<file path="src/rtl/bkg_ram_wr_sched.sv">
// bkg_ram_wr_sched: shares the background palette-code RAM write port
// between the bitmap loader (req0) and the reel animator (req1).
//
// Round-robin arbitration with bursts of at most MAX_BURST beats.
// Writes can be held back to vertical blanking (tear-free gating).
// The write path is registered: a beat accepted in cycle T is written
// in cycle T+1.
//
// Build option: define BKG_FILL_EN to add a linear fill engine
// (fill_start/fill_base/fill_len/fill_code in, fill_done out).
//
// Ports:
//   clk, reset_n          clock, async active-low reset
//   vblank, gate_en       write window = ~gate_en | vblank
//   reqN_valid/addr/data  requester N write beat
//   reqN_ready            beat N accepted when valid & ready
//   ram_we/addr_w/din     RAM write port
//   grant_id, busy        current owner (valid while busy), FSM busy
module bkg_ram_wr_sched #(
    parameter int ADDR_WIDTH = 20,
    parameter int DATA_WIDTH = 6,
    parameter int MAX_BURST  = 16
) (
    input  logic                  clk,
    input  logic                  reset_n,
    input  logic                  vblank,
    input  logic                  gate_en,
`ifdef BKG_FILL_EN
    input  logic                  fill_start,
    input  logic [ADDR_WIDTH-1:0] fill_base,
    input  logic [ADDR_WIDTH-1:0] fill_len,
    input  logic [DATA_WIDTH-1:0] fill_code,
    output logic                  fill_done,
`endif
    input  logic                  req0_valid,
    input  logic [ADDR_WIDTH-1:0] req0_addr,
    input  logic [DATA_WIDTH-1:0] req0_data,
    output logic                  req0_ready,
    input  logic                  req1_valid,
    input  logic [ADDR_WIDTH-1:0] req1_addr,
    input  logic [DATA_WIDTH-1:0] req1_data,
    output logic                  req1_ready,
    output logic                  ram_we,
    output logic [ADDR_WIDTH-1:0] ram_addr_w,
    output logic [DATA_WIDTH-1:0] ram_din,
    output logic                  grant_id,
    output logic                  busy
);

    localparam int BW = $clog2(MAX_BURST + 1);
    localparam logic [BW-1:0] LAST_BEAT = BW'(MAX_BURST - 1);

    typedef enum logic [1:0] {
        IDLE  = 2'd0,
        SERVE = 2'd1,
        FILL  = 2'd2
    } state_t;

    state_t                  state_q;
    state_t                  state_d;
    logic                    grant_d;
    logic                    rr_ptr;
    logic                    rr_d;
    logic [BW-1:0]           beat_cnt;
    logic [BW-1:0]           beat_d;
    logic                    we_d;
    logic [ADDR_WIDTH-1:0]   addr_d;
    logic [DATA_WIDTH-1:0]   din_d;

    logic                    window;
    logic                    any_valid;
    logic                    pick;
    logic                    g_valid;
    logic                    hs;
    logic                    fill_req;

    assign window    = ~gate_en | vblank;
    assign any_valid = req0_valid | req1_valid;
    // On a tie the round-robin pointer decides; otherwise the lone requester.
    assign pick      = (req0_valid & req1_valid) ? rr_ptr : req1_valid;
    assign g_valid   = grant_id ? req1_valid : req0_valid;
    assign hs        = (state_q == SERVE) & g_valid & window;
    assign busy      = (state_q != IDLE);

`ifdef BKG_FILL_EN
    logic                    fill_pend;
    logic                    fill_accept;
    logic                    fill_step;
    logic                    fill_last;
    logic [ADDR_WIDTH-1:0]   fill_addr;
    logic [ADDR_WIDTH-1:0]   fill_rem;
    logic [DATA_WIDTH-1:0]   fill_code_q;

    // fill_pend stays high until the last fill write, so it also covers
    // the active phase: a new start is ignored while either is true.
    assign fill_accept = fill_start & ~fill_pend;
    assign fill_step   = (state_q == FILL) & window;
    assign fill_last   = fill_step & (fill_rem == ADDR_WIDTH'(1));
    assign fill_req    = fill_pend;
`else
    assign fill_req    = 1'b0;
`endif

    always_comb begin
        state_d    = state_q;
        grant_d    = grant_id;
        rr_d       = rr_ptr;
        beat_d     = beat_cnt;
        we_d       = 1'b0;
        addr_d     = ram_addr_w;
        din_d      = ram_din;
        req0_ready = 1'b0;
        req1_ready = 1'b0;

        unique case (state_q)
            IDLE: begin
                if (window) begin
                    if (fill_req) begin
                        state_d = FILL;
                    end else if (any_valid) begin
                        state_d = SERVE;
                        grant_d = pick;
                        beat_d  = '0;
                    end
                end
            end

            SERVE: begin
                req0_ready = ~grant_id & window;
                req1_ready = grant_id & window;
                if (hs) begin
                    beat_d = beat_cnt + BW'(1);
                    we_d   = 1'b1;
                    addr_d = grant_id ? req1_addr : req0_addr;
                    din_d  = grant_id ? req1_data : req0_data;
                end
                // A cut-short burst still hands priority to the other side.
                if (~g_valid | ~window | (hs & (beat_cnt == LAST_BEAT))) begin
                    state_d = IDLE;
                    rr_d    = ~grant_id;
                end
            end

`ifdef BKG_FILL_EN
            FILL: begin
                if (fill_step) begin
                    we_d   = 1'b1;
                    addr_d = fill_addr;
                    din_d  = fill_code_q;
                    if (fill_last) begin
                        state_d = IDLE;
                    end
                end
            end
`endif

            default: begin
                state_d = IDLE;
            end
        endcase
    end

    always_ff @(posedge clk or negedge reset_n) begin
        if (!reset_n) begin
            state_q    <= IDLE;
            grant_id   <= 1'b0;
            rr_ptr     <= 1'b0;
            beat_cnt   <= '0;
            ram_we     <= 1'b0;
            ram_addr_w <= '0;
            ram_din    <= '0;
        end else begin
            state_q    <= state_d;
            grant_id   <= grant_d;
            rr_ptr     <= rr_d;
            beat_cnt   <= beat_d;
            ram_we     <= we_d;
            ram_addr_w <= addr_d;
            ram_din    <= din_d;
        end
    end

`ifdef BKG_FILL_EN
    // fill_done is registered like ram_we so it coincides with the
    // final write; a zero-length fill pulses it right after acceptance.
    always_ff @(posedge clk or negedge reset_n) begin
        if (!reset_n) begin
            fill_pend   <= 1'b0;
            fill_addr   <= '0;
            fill_rem    <= '0;
            fill_code_q <= '0;
            fill_done   <= 1'b0;
        end else begin
            fill_done <= 1'b0;
            if (fill_accept) begin
                fill_addr   <= fill_base;
                fill_rem    <= fill_len;
                fill_code_q <= fill_code;
                fill_pend   <= (fill_len != '0);
                fill_done   <= (fill_len == '0);
            end else if (fill_step) begin
                fill_addr <= fill_addr + ADDR_WIDTH'(1);
                fill_rem  <= fill_rem - ADDR_WIDTH'(1);
                if (fill_last) begin
                    fill_pend <= 1'b0;
                    fill_done <= 1'b1;
                end
            end
        end
    end
`endif

endmodule

</file>
<file path="config.mk">
export PLATFORM = sky130hd
export DESIGN_NAME = bkg_ram_wr_sched
export DESIGN_NICKNAME = d
export VERILOG_FILES = /design/src/rtl/bkg_ram_wr_sched.sv
export SDC_FILE = /design/constraint.sdc
export NUM_CORES = 1
export LEC_CHECK = 0
export CAP_MARGIN = 20
export CORE_MARGIN = 10
export CORE_UTILIZATION = 39
export DETAILED_ROUTE_END_ITERATION = 10
export GPL_TIMING_DRIVEN = 0
export PLACE_DENSITY = 0.78
export SYNTH_ARGS = -nofsm -noshare
export SYNTH_HDL_FRONTEND = slang
export SYNTH_SLANG_ARGS = --single-unit
</file>
<file path="constraint.sdc">
create_clock -name clk -period 2.14 [get_ports clk]
set_clock_uncertainty 0.15 [all_clocks]
set_input_delay 0.214 -clock clk [delete_from_list [all_inputs] [get_ports clk]]
set_output_delay 0.214 -clock clk [all_outputs]
set_load 0.01 [all_outputs]
</file>
=== Word level (Yosys, flattened, before mapping) ===
Cells that the tools add are included.

* RAM bits: 0
* Output and inout port bits: 31
* Bits in read-only memories: 0
* Latch bits: 0
* Memories: 0
* Bits in registers: 36

* Equality and inequality tests: 6
* Reduce and logical (&&, ||, !) cells: 8
* Multiplexer cells: 16
* Shift operators: 0
* Magnitude comparators: 0
* Div/mod/pow operators: 0
* Bitwise gates (word level): 14
* Multiply operators: 0
* $add $sub $neg: 1

{| class="wikitable"
|+ Operators with widths
! kind !! count
|-
| two-way mux 20 bit || 1
|-
| two-way mux 5 bit || 3
|-
| case mux 5 bit (2 select lines) || 1
|-
| bitwise AND 1 bit || 6
|-
| two-way mux 1 bit || 6
|-
| two-way mux 2 bit || 3
|-
| two-way mux 6 bit || 1
|-
| inequality test 2 bit, second input constant || 3
|-
| AND reduction 3 bit || 2
|-
| adder 5 x 1 -> 5 bit, second input constant || 1
|-
| == test 5 x 4 -> 1 bit, second input constant || 1
|-
| inverter 1 bit || 4
|-
| OR 1 bit || 4
|-
| case mux 2 bit (2 select lines) || 1
|-
| AND reduction 2 bit || 2
|-
| AND reduction 4 bit || 1
|-
| nonzero test 2 bit || 2
|-
| == test 2 x 1 -> 1 bit, second input constant || 1
|-
| logical NOT 2 bit || 1
|-
| inequality test 2 x 1 -> 1 bit, second input constant || 1
|}

=== Depth between registers and ports, before layout ===
Gate-level depths: netlist of run 1.

* Depth after elaboration: 7
* Depth in mapped cells: 7
* Mapped depth without buffers: 6

=== Least setup slack after synthesis of run 1 ===
No wires, ideal clock.

* Path type: register to register
* Start point: register beat_cnt[0]
* End point: register rr_ptr
* Slack: 563 ps
* Cell stages (with the launch flop): 7
* Data required time: 1913 ps
* Buffers on the path: 0
* Arrival: 1350 ps
* Setup time: 77 ps
* Clock period less this slack: 1577 ps
* Path through: dfrtp_1 -> ha_1 -> and3_1 -> ha_1 -> o31ai_1 -> nand2_1 -> a21oi_1

* Longest elaborated chain between the ends: 4

{| class="wikitable"
|+ Ends and longest elaborated chain
! what !! RTL line !! text
|-
| from (decl) || 64 || <nowiki>logic [BW-1:0] beat_cnt;</nowiki>
|-
| from (signal assigned) || 176 || <nowiki>beat_cnt <= beat_d;</nowiki>
|-
| == test 5 x 4 -> 1 bit || 138 || <nowiki>if (~g_valid | ~window | (hs & (beat_cnt == LAST_BEAT))) begin</nowiki>
|-
| bitwise AND 1 bit || 138 ||
|-
| OR 1 bit || 138 ||
|-
| AND reduction 2 bit (no source line) || -- ||
|-
| to (signal assigned) || 175 || <nowiki>rr_ptr <= rr_d;</nowiki>
|-
| to (decl) || 62 || <nowiki>logic rr_ptr;</nowiki>
|}

No other way between the ends.
A chain may end at the register's enable or synchronous reset.

=== Final worst setup path of run 1 ===
* Start point: register grant_id
* End point: output port req1_ready

* Longest elaborated chain between the ends: 2

{| class="wikitable"
|+ Ends and longest elaborated chain
! what !! RTL line !! text
|-
| from (decl) || 46 || <nowiki>output logic grant_id,</nowiki>
|-
| from (signal assigned) || 174 || <nowiki>grant_id <= grant_d;</nowiki>
|-
| bitwise AND 1 bit || 130 || <nowiki>req1_ready = grant_id & window;</nowiki>
|-
| two-way mux 1 bit || 115 || <nowiki>unique case (state_q)</nowiki>
|-
| to (decl) || 42 || <nowiki>output logic req1_ready,</nowiki>
|}

No other way between the ends.

==> results_dict.tcl, run 1 <==
set metrics [dict create \
    worstReg2RegStart "beat_cnt[0]" \
    outcome "finished clean" \
    required_ns 1.78 \
    grt_use_total_pct 13.21 \
    whs_ns 0.3310 \
    cts_buffer_depth 2 \
    utilization_pct 64.44 \
    leakagePower_nw 1.263 \
    dr_total_vias 1490 \
    power-per-cell-area_nw_per_um2 1201 \
    overflow 0 \
    slew_headroom_pct 47.73 \
    synthDistinctLibCells 30 \
    grt_pass1_vias 1536 \
    syn_area_per_cell_sq_um 10.67 \
    drive_gt1_share_pct 13.90 \
    dpl.hpwl_mm 3.858 \
    dp.cells 302 \
    worstMarginPinSlew_ns 0.7840 \
    antenna_found_initial 0 \
    worstReg2RegEnd "rr_ptr" \
    ff_latch_area_sq_um 875.8 \
    first_pass_iters 4 \
    ys_warn_count 0 \
    final_cell_mix "clkdlybuf4s50_1 (87), dfrtp_1 (35), mux2i_1 (27)" \
    grt_first_pass_wirelength_mm 7.866 \
    fin_area_sq_um 2786 \
    syn2layout_area_growth_pct 61.14 \
    multi_input_area_sq_um 765.7 \
    drtIter0Drc 54 \
    tns_ns 0 \
    fmax_ghz 0.5010 \
    r2r_cells 6 \
    hp-class "reg2reg" \
    portBuffers 88 \
    final_cells 311 \
    fp-row-count 24 \
    syn_area_sq_um 1729 \
    start_util_pct 39.99 \
    final_common_cell "clkdlybuf4s50_1" \
    path_clk_slew_ns 0.07 \
    synthCells 162 \
    cts-root-buf "clkbuf_8" \
    syn_nets 222 \
    critPathMaxFanout 10 \
    routedWlPerCell_um 15.68 \
    die-area_sq_um 7497 \
    dieWidth_um 86.59 \
    clock_sinks 35 \
    finalSetupViolCount 0 \
    finalCritPeriodShare_pct 93.28 \
    drtAntennaViolNets 0 \
    cts_max_level 2 \
    cts_inserted_buffers 5 \
    hold_viol_final 0 \
    drv_slew 0 \
    core_area_sq_um 4324 \
    cp-start-kind "flop" \
    max_cap_violations 0 \
    ys_ff_latch 35 \
    placed_cell_area_sq_um 2670 \
    yosysSeqAreaShare_pct 50.65 \
    critPathKind "reg2out" \
    insertion_delay_ns 0.28 \
    critical_path.startpoint "grant_id" \
    post-route-min-period_ns 1.996 \
    grt_start_max_net_pins 36 \
    tritoncts "built" \
    ff2ff_setup_slack_ns 0.44 \
    worstPathArrival_ns 1.63 \
    finalNetCount 318 \
    n_antenna_cell 0 \
    place_congestion 0.8034 \
    fill_cells 379 \
    peakVddDrop_uv 526.1 \
    worstSetupEndpoint "req1_ready" \
    drc 0 \
    vias_per_cell 4.791 \
    ios 89 \
    dieHeight_um 86.59 \
    end_kind "output port" \
    drt-total-wl_mm 4.876 \
    rsz0062_at_grt "no" \
]
[state kept, by name, summed over array words and instances (netlist names)]
| register | cells |
|---|---|
| beat_cnt | 5 |
| grant_id | 1 |
| ram_addr_w | 20 |
| ram_din | 6 |
| ram_we | 1 |
| rr_ptr | 1 |
| state_q | 1 |
[worst min-delay path by stage]
| stage | start | endpoint | slack [ns] | depth (start not counted) |
|---|---|---|---|---|
| floorplan | reset_n | beat_cnt[0] | -0.23 | 0 |
| global placement | ram_addr_w[11] | ram_addr_w[11] | 0.31 | 2 |
| detailed placement | reset_n | ram_addr_w[2] | 0.19 | 1 |
| CTS | ram_din[0] | ram_din[0] | 0.34 | 2 |
| global route | ram_addr_w[16] | ram_addr_w[16] | 0.36 | 2 |
| finish | ram_din[4] | ram_din[4] | 0.33 | 2 |
[cells in the mapped netlist]
master     instances  area share [%]
dfrtp_1           35              51
mux2i_1           27              16
nand2_1           23             5.0
o21ai_0           12             3.5
o21ai_1            9             2.6
nand2_2            7             2.5
o21ai_2            7             3.5
buf_2              6             1.7
nor2_1             5             1.1
a21oi_1            3            0.87
buf_6              3             2.0
and3_1             2            0.72
ha_1               2             1.4
inv_1              2            0.43
nand3_1            2            0.58
nor3_1             2            0.58
o31ai_1            2            0.87
a22o_1             1            0.51
a31oi_1            1            0.36
buf_4              1            0.43
clkbuf_2           1            0.29
inv_2              1            0.22
nand2b_1           1            0.36
nand3b_1           1            0.43
nand3b_4           1             1.2
nor2b_1            1            0.36
o211ai_1           1            0.43
o2bb2ai_2          1            0.87
or3_1              1            0.36
xnor2_1            1            0.51
[worst max-delay path, cell delays in order (launching register included)]
cell	delay, ns
dfrtp_1	0.34
buf_2	0.15
buf_6	0.17
and3_1	0.16
clkdlybuf4s50_1	0.53
[per-stage QoR]
step                      total power, W  worst slack, ns
after global routing            0.003603          0.01679
after floorplan                 0.002005           0.5627
after detailed placement        0.002860           0.1514
after CTS                       0.003405          0.07586
after global placement          0.002817         -0.09732
final                           0.003345           0.1439
[routing by layer]
| metal | part of all wire (%) | up-vias | GRT usage, % |
|---|---|---|---|
| li1 | - | 755 | - |
| met1 | 41 | 678 | 15.01 |
| met2 | 49 | 51 | 21.48 |
| met3 | 8.8 | 6 | 6.004 |
| met4 | 1.3 | 0 | 4.418 |
| met5 | 0 | - | 0 |
[cells by family (layout without fill, tap and decap cells)]
kind of cell | Yosys count | in the layout | synth area share, %
AND/OR/NAND/NOR | 46 | 46 | 13.17
AO/OA/AOI/OAI | 37 | 37 | 13.53
flip-flops | 35 | 35 | 50.65
multiplexers | 27 | 27 | 15.63
buffers and inverters | 14 | 111 | 5.065
adder cells (fa/ha/maj) | 2 | 2 | 1.447
XOR/XNOR | 1 | 1 | 0.5066
[power breakdown]
| group | switching (W) | leakage (nW) | internal (W) |
|---|---|---|---|
| clock | 0.000226 | 0.0515 | 0.000294 |
| combinational | 0.000787 | 0.770 | 0.000937 |
| sequential | 0.000159 | 0.442 | 0.000944 |
| total | 0.00117 | 1.26 | 0.00217 |
[what timing repair did]
action / 4_1_cts / 5_1_grt
buffers inserted: 0 / 0
gates resized for setup: 1 / 1
endpoints found under the hold margin: 35 / 0
pin swaps: 0 / 0
setup endpoints to repair: 1 / 1
hold buffers: 1 / 0
[layout make-up]
type	instances	area share (%)
Sequential cell	35	31.43
Inverter	3	0.4041
Timing Repair Buffer	89	31.79
Clock buffer	8	3.592
Tap cell	52	2.335
Multi-Input combinational cell	113	27.48
Buffer	11	2.964
Power figures use the tool's default switching activity.
==> inputs of run 2 (changes only) <==
CORE_UTILIZATION = 43   (was 39)
PLACE_DENSITY = 0.85   (was 0.78)
SKIP_CTS_REPAIR_TIMING = 1   (was default)
clock period = 2.4 ns   (was 2.14 ns; I/O delays follow)
==> run 2 against run 1 <==
  * Design area down 1.4%
  * Global-route usage is 0.14 points higher
  * Non-clock buffer count unchanged
  * Routed wire length shrank 2.3%
  * Register-to-register slack gained 0.26 ns
  * Die area fell by 7.2%
  * Sequential share of layout area up 0.44 points
  * Core utilization increased by 8.4 points
  * Worst hold slack worse by 0.0029 ns
  * Clock-buffer cell count fell by 2
  * Flip-flop and latch count unchanged
  * Critical endpoint unchanged
==> results_dict.tcl, run 2 (same netlist as run 1, synthesis figures left out) <==
set metrics [dict create \
    multi_input_area_sq_um 765.7 \
    finalSetupViolCount 0 \
    outcome "finished clean" \
    drv_slew 0 \
    ff_latch_area_sq_um 875.8 \
    cts_buffer_depth 2 \
    dpl.hpwl_mm 3.847 \
    r2r_cells 6 \
    seqPwrFrac_pct 33.9 \
    final_cell_mix "clkdlybuf4s50_1 (87), dfrtp_1 (35), mux2i_1 (27)" \
    post-route-min-period_ns 2.140 \
    syn2layout_area_growth_pct 58.90 \
    worstPathCellList "buf_2 -> buf_2 -> and3_1 -> clkdlybuf4s50_1" \
    n_antenna_cell 0 \
    die-area_sq_um 6958 \
    finalCritPeriodShare_pct 89.17 \
    hold_start "ram_din[4]" \
    cts_max_level 2 \
    hp-class "reg2reg" \
    clock_sinks 35 \
    power-per-cell-area_nw_per_um2 1048 \
    grt_first_pass_wirelength_mm 7.659 \
    drtAntennaViolNets 0 \
    start_util_pct 45.85 \
    dp.cells 298 \
    hold_depth 2 \
    fp-row-count 22 \
    antenna_found_initial 0 \
    tns_ns 0 \
    clkPwrFrac_pct 13.2 \
    path_clk_slew_ns 0.06 \
    max_cap_violations 0 \
    grt_pass1_vias 1536 \
    fmax_ghz 0.4673 \
    routedWlPerCell_um 15.62 \
    final_common_cell "clkdlybuf4s50_1" \
    hold_viol_final 0 \
    combinationalPowerShare_pct 52.9 \
    dieHeight_um 83.42 \
    critPathMaxFanout 10 \
    finalNetCount 318 \
    cts_inserted_buffers 5 \
    rsz0062_at_grt "no" \
    cts-root-buf "clkbuf_8" \
    peakVddDrop_uv 504.0 \
    max_stage_delay_ns 0.54 \
    reg_top3 "ram_addr_w: 20 flops, ram_din: 6 flops, beat_cnt: 5 flops" \
    vias_per_cell 4.889 \
    p_int_w 0.001860 \
    dieWidth_um 83.42 \
    largest_register_ffs 20 \
    end_kind "output port" \
    min_to "ram_din[4]" \
    first_pass_iters 4 \
    switching_share_pct 35.38 \
    fin_total_pwr_w 0.002879 \
    cp-start-kind "flop" \
    grt_start_max_net_pins 36 \
    place_congestion 0.8501 \
    drc 0 \
    dr_total_vias 1491 \
    worstPathArrival_ns 1.75 \
    regMostFlops "ram_addr_w" \
    ios 89 \
    worstReg2RegStart "beat_cnt[0]" \
    grt_use_total_pct 13.35 \
    worstMarginPinSlew_ns 0.7618 \
    final_cells 305 \
    whs_ns 0.3281 \
    required_ns 2.01 \
    fill_cells 294 \
    drtIter0Drc 70 \
    core_area_sq_um 3771 \
    placed_cell_area_sq_um 2665 \
    portBuffers 88 \
    switchingPower_w 0.001018 \
    ff2ff_setup_slack_ns 0.70 \
    overflow 0 \
    critPathKind "reg2out" \
    insertion_delay_ns 0.28 \
    leakagePower_nw 1.247 \
    worstReg2RegEnd "rr_ptr" \
    crit_top_cell "buf_2" \
    tritoncts "built" \
    drt-total-wl_mm 4.764 \
    fin_area_sq_um 2748 \
    cp_slowest_cell "clkdlybuf4s50_1" \
    drive_gt1_share_pct 13.23 \
    slew_headroom_pct 49.21 \
]
## run 2: cell types whose count changed in the layout (fill, tap and decap cells not counted), sizes merged
| cell | before | now |
|---|---|---|
| clkbuf | 9 | 7 |
## run 2: layer usage
| metal | track usage, % | part of all wire (%) |
|---|---|---|
| met1 | 15.53 | 43 |
| met2 | 22.42 | 49 |
| met3 | 4.395 | 6.5 |
| met4 | 4.539 | 1.0 |
| met5 | 0 | 0 |
## run 2: cell type report
cell class | count | share of cell area (%)
sequential | 35 | 31.88
tap | 48 | 2.186
buffer | 11 | 2.778
clock buffer | 6 | 2.641
multi-input combinational | 113 | 27.87
timing repair buffer | 89 | 32.24
inverter | 3 | 0.4098
## run 2: how the worst max path moves through the flow
stage                start             end  cells after the start
6_report          grant_id      req1_ready                      4
5_1_grt           grant_id      req1_ready                      4
4_1_cts           grant_id      req1_ready                      4
3_5_place_dp        vblank      req1_ready                      4
3_3_place_gp       reset_n  ram_addr_w[19]                      1
2_1_floorplan  beat_cnt[0]          rr_ptr                      6
## run 2: worst max-delay path: cells and delay by family, from the launching register on
kind | cells | cell delay, ns
and+or+nand+nor | 1 | 0.20
buffers and inverters | 3 | 0.94
DFF | 1 | 0.34
## run 2: through the flow
stage,util (%),worst slack (ns)
CTS,72.59,0.2310
detailed placement,70.67,0.3566
finish,72.86,0.2599
global placement,70.80,0.1794
global route,72.86,0.1570
floorplan,-,0.8227
## run 2: power by group through the flow
stage          registers, W  logic [W]  clock network [W]
5_1_grt             0.00101    0.00167           0.000413
6_report           0.000975    0.00152           0.000381
3_5_place_dp       0.000988    0.00156                  0
2_1_floorplan       0.00109   0.000693                  0
3_3_place_gp       0.000975    0.00153                  0
4_1_cts            0.000978    0.00156           0.000391
==> inputs of run 3 (changes only) <==
REMOVE_ABC_BUFFERS = 1   (was default)
==> run 3 against run 2 <==
  * Design area fell by 0.77%
  * Register-to-register slack worse by 0.45 ns
  * Critical path depth down 2
  * Largest power group unchanged
  * Setup slack lost 0.058 ns
  * Sequential power rose by 16%
  * Highest routed layer is now met3
==> results_dict.tcl, run 3 (same netlist as run 1, synthesis figures left out) <==
set metrics [dict create \
    hp-class "reg2reg" \
    place_congestion 0.7421 \
    dr_total_vias 1476 \
    overflow 0 \
    cts_max_level 2 \
    leakagePower_nw 1.223 \
    regMostFlops "ram_addr_w" \
    final_common_cell "clkdlybuf4s50_1" \
    final_cell_mix "clkdlybuf4s50_1 (87), dfrtp_1 (34), mux2i_1 (26)" \
    vias_per_cell 4.970 \
    power-per-cell-area_nw_per_um2 1061 \
    dieWidth_um 83.42 \
    ff2ff_setup_slack_ns 0.25 \
    worstPathArrival_ns 1.81 \
    grt_use_total_pct 11.83 \
    critPathMaxFanout 32 \
    largest_register_ffs 20 \
    finalNetCount 308 \
    hold_start "ram_addr_w[0]" \
    antenna_found_initial 0 \
    worstReg2RegStart "grant_id" \
    worstPathCellList "and3_1 -> clkdlybuf4s50_1" \
    syn2layout_area_growth_pct 57.67 \
    worstReg2RegEnd "beat_cnt[1]" \
    fin_total_pwr_w 0.002892 \
    cts_buffer_depth 2 \
    cts_inserted_buffers 5 \
    rsz0062_at_grt "no" \
    grt_start_max_net_pins 60 \
    insertion_delay_ns 0.27 \
    critPathKind "reg2out" \
    start_util_pct 45.85 \
    drtAntennaViolNets 0 \
    n_antenna_cell 0 \
    placed_cell_area_sq_um 2590 \
    cp_slowest_cell "dfrtp_4" \
    drt-total-wl_mm 4.555 \
    tritoncts "built" \
    slew_headroom_pct 49.21 \
    max_stage_delay_ns 0.76 \
    post-route-min-period_ns 2.198 \
    max_cap_violations 0 \
    drtIter0Drc 83 \
    cts-root-buf "clkbuf_8" \
    end_kind "output port" \
    path_clk_slew_ns 0.07 \
    clock_sinks 35 \
    outcome "finished clean" \
    worstSetupEndpoint "req1_ready" \
    r2r_cells 5 \
    grt_first_pass_wirelength_mm 6.996 \
    core_area_sq_um 3771 \
    drv_slew 0 \
    finalSetupViolCount 0 \
    drive_gt1_share_pct 11.24 \
    reg_top3 "ram_addr_w: 20 flops, ram_din: 6 flops, beat_cnt: 5 flops" \
    portBuffers 88 \
    die-area_sq_um 6958 \
    fin_area_sq_um 2726 \
    fmax_ghz 0.4550 \
    dpl.hpwl_mm 3.416 \
    cp-start-kind "flop" \
    required_ns 2.01 \
    worstMarginPinSlew_ns 0.7618 \
    routedWlPerCell_um 15.34 \
    dieHeight_um 83.42 \
    ios 89 \
    critical_path.startpoint "grant_id" \
    fp-row-count 22 \
    finalCritPeriodShare_pct 91.58 \
    first_pass_iters 4 \
    hold_viol_final 0 \
    peakVddDrop_uv 617.7 \
    drc 0 \
    whs_ns 0.3287 \
    grt_pass1_vias 1442 \
]
[run 3: cell types whose count changed in the layout (fill, tap and decap cells not counted), sizes merged]
cell,previous run,this run
nand3b,2,3
buf,11,1
clkbuf,7,8
[run 3: per-layer routing]
metal / part of all wire (%) / vias up / GRT usage [%] / wire, um
met4: 0 / 0 / 1.362 / 0
met2: 46 / 57 / 18.58 / 2111
met5: 0 / - / 0 / 0
met1: 48 / 686 / 15.59 / 2184
li1: - / 733 / - / -
met3: 5.7 / 0 / 4.297 / 259
[run 3: worst max-delay path, delay by kind of cell (launching register included)]
family / cells / cell delay, ns
simple gates: 1 / 0.23
flops: 1 / 0.76
buf+inv: 1 / 0.53
[run 3: where the power goes]
group          leakage [nW]  total, W  internal [W]  switching [W]
Clock                0.0515  0.000454      0.000262       0.000192
Sequential            0.441   0.00113      0.000845       0.000280
Combinational         0.730   0.00131      0.000775       0.000538
Total                  1.22   0.00289       0.00188        0.00101
[run 3: layout make-up]
cell class / instances / area (sq um)
inverter: 3 / 11.26
tap: 48 / 60.06
sequential: 35 / 879.6
fill: 306 / 1045
multi-input combinational: 114 / 789.5
clock buffer: 8 / 100.1
timing repair buffer: 89 / 885.9
[run 3: worst min path at each step]
stage	to	slack (ns)	cells after the start
after floorplan	beat_cnt[0]	-0.21	0
after global placement	ram_addr_w[4]	0.31	2
after detailed placement	ram_addr_w[11]	0.20	1
after CTS	ram_addr_w[11]	-0.1	1
after global routing	ram_addr_w[16]	0.35	2
final	ram_addr_w[0]	0.33	2
[run 3: stage by stage]
step | setup WS [ns] | TNS (ns) | cells | util [%]
6_report | 0.2022 | 0 | 297 | 72.30
5_1_grt | 0.07525 | 0 | 297 | 72.30
4_1_cts | -0.2062 | -1.605 | 295 | 71.33
3_5_place_dp | -0.1925 | -1.348 | 287 | 68.68
3_3_place_gp | -0.7370 | -19.41 | 287 | 68.78
2_1_floorplan | -0.2404 | -3.325 | 151 | -
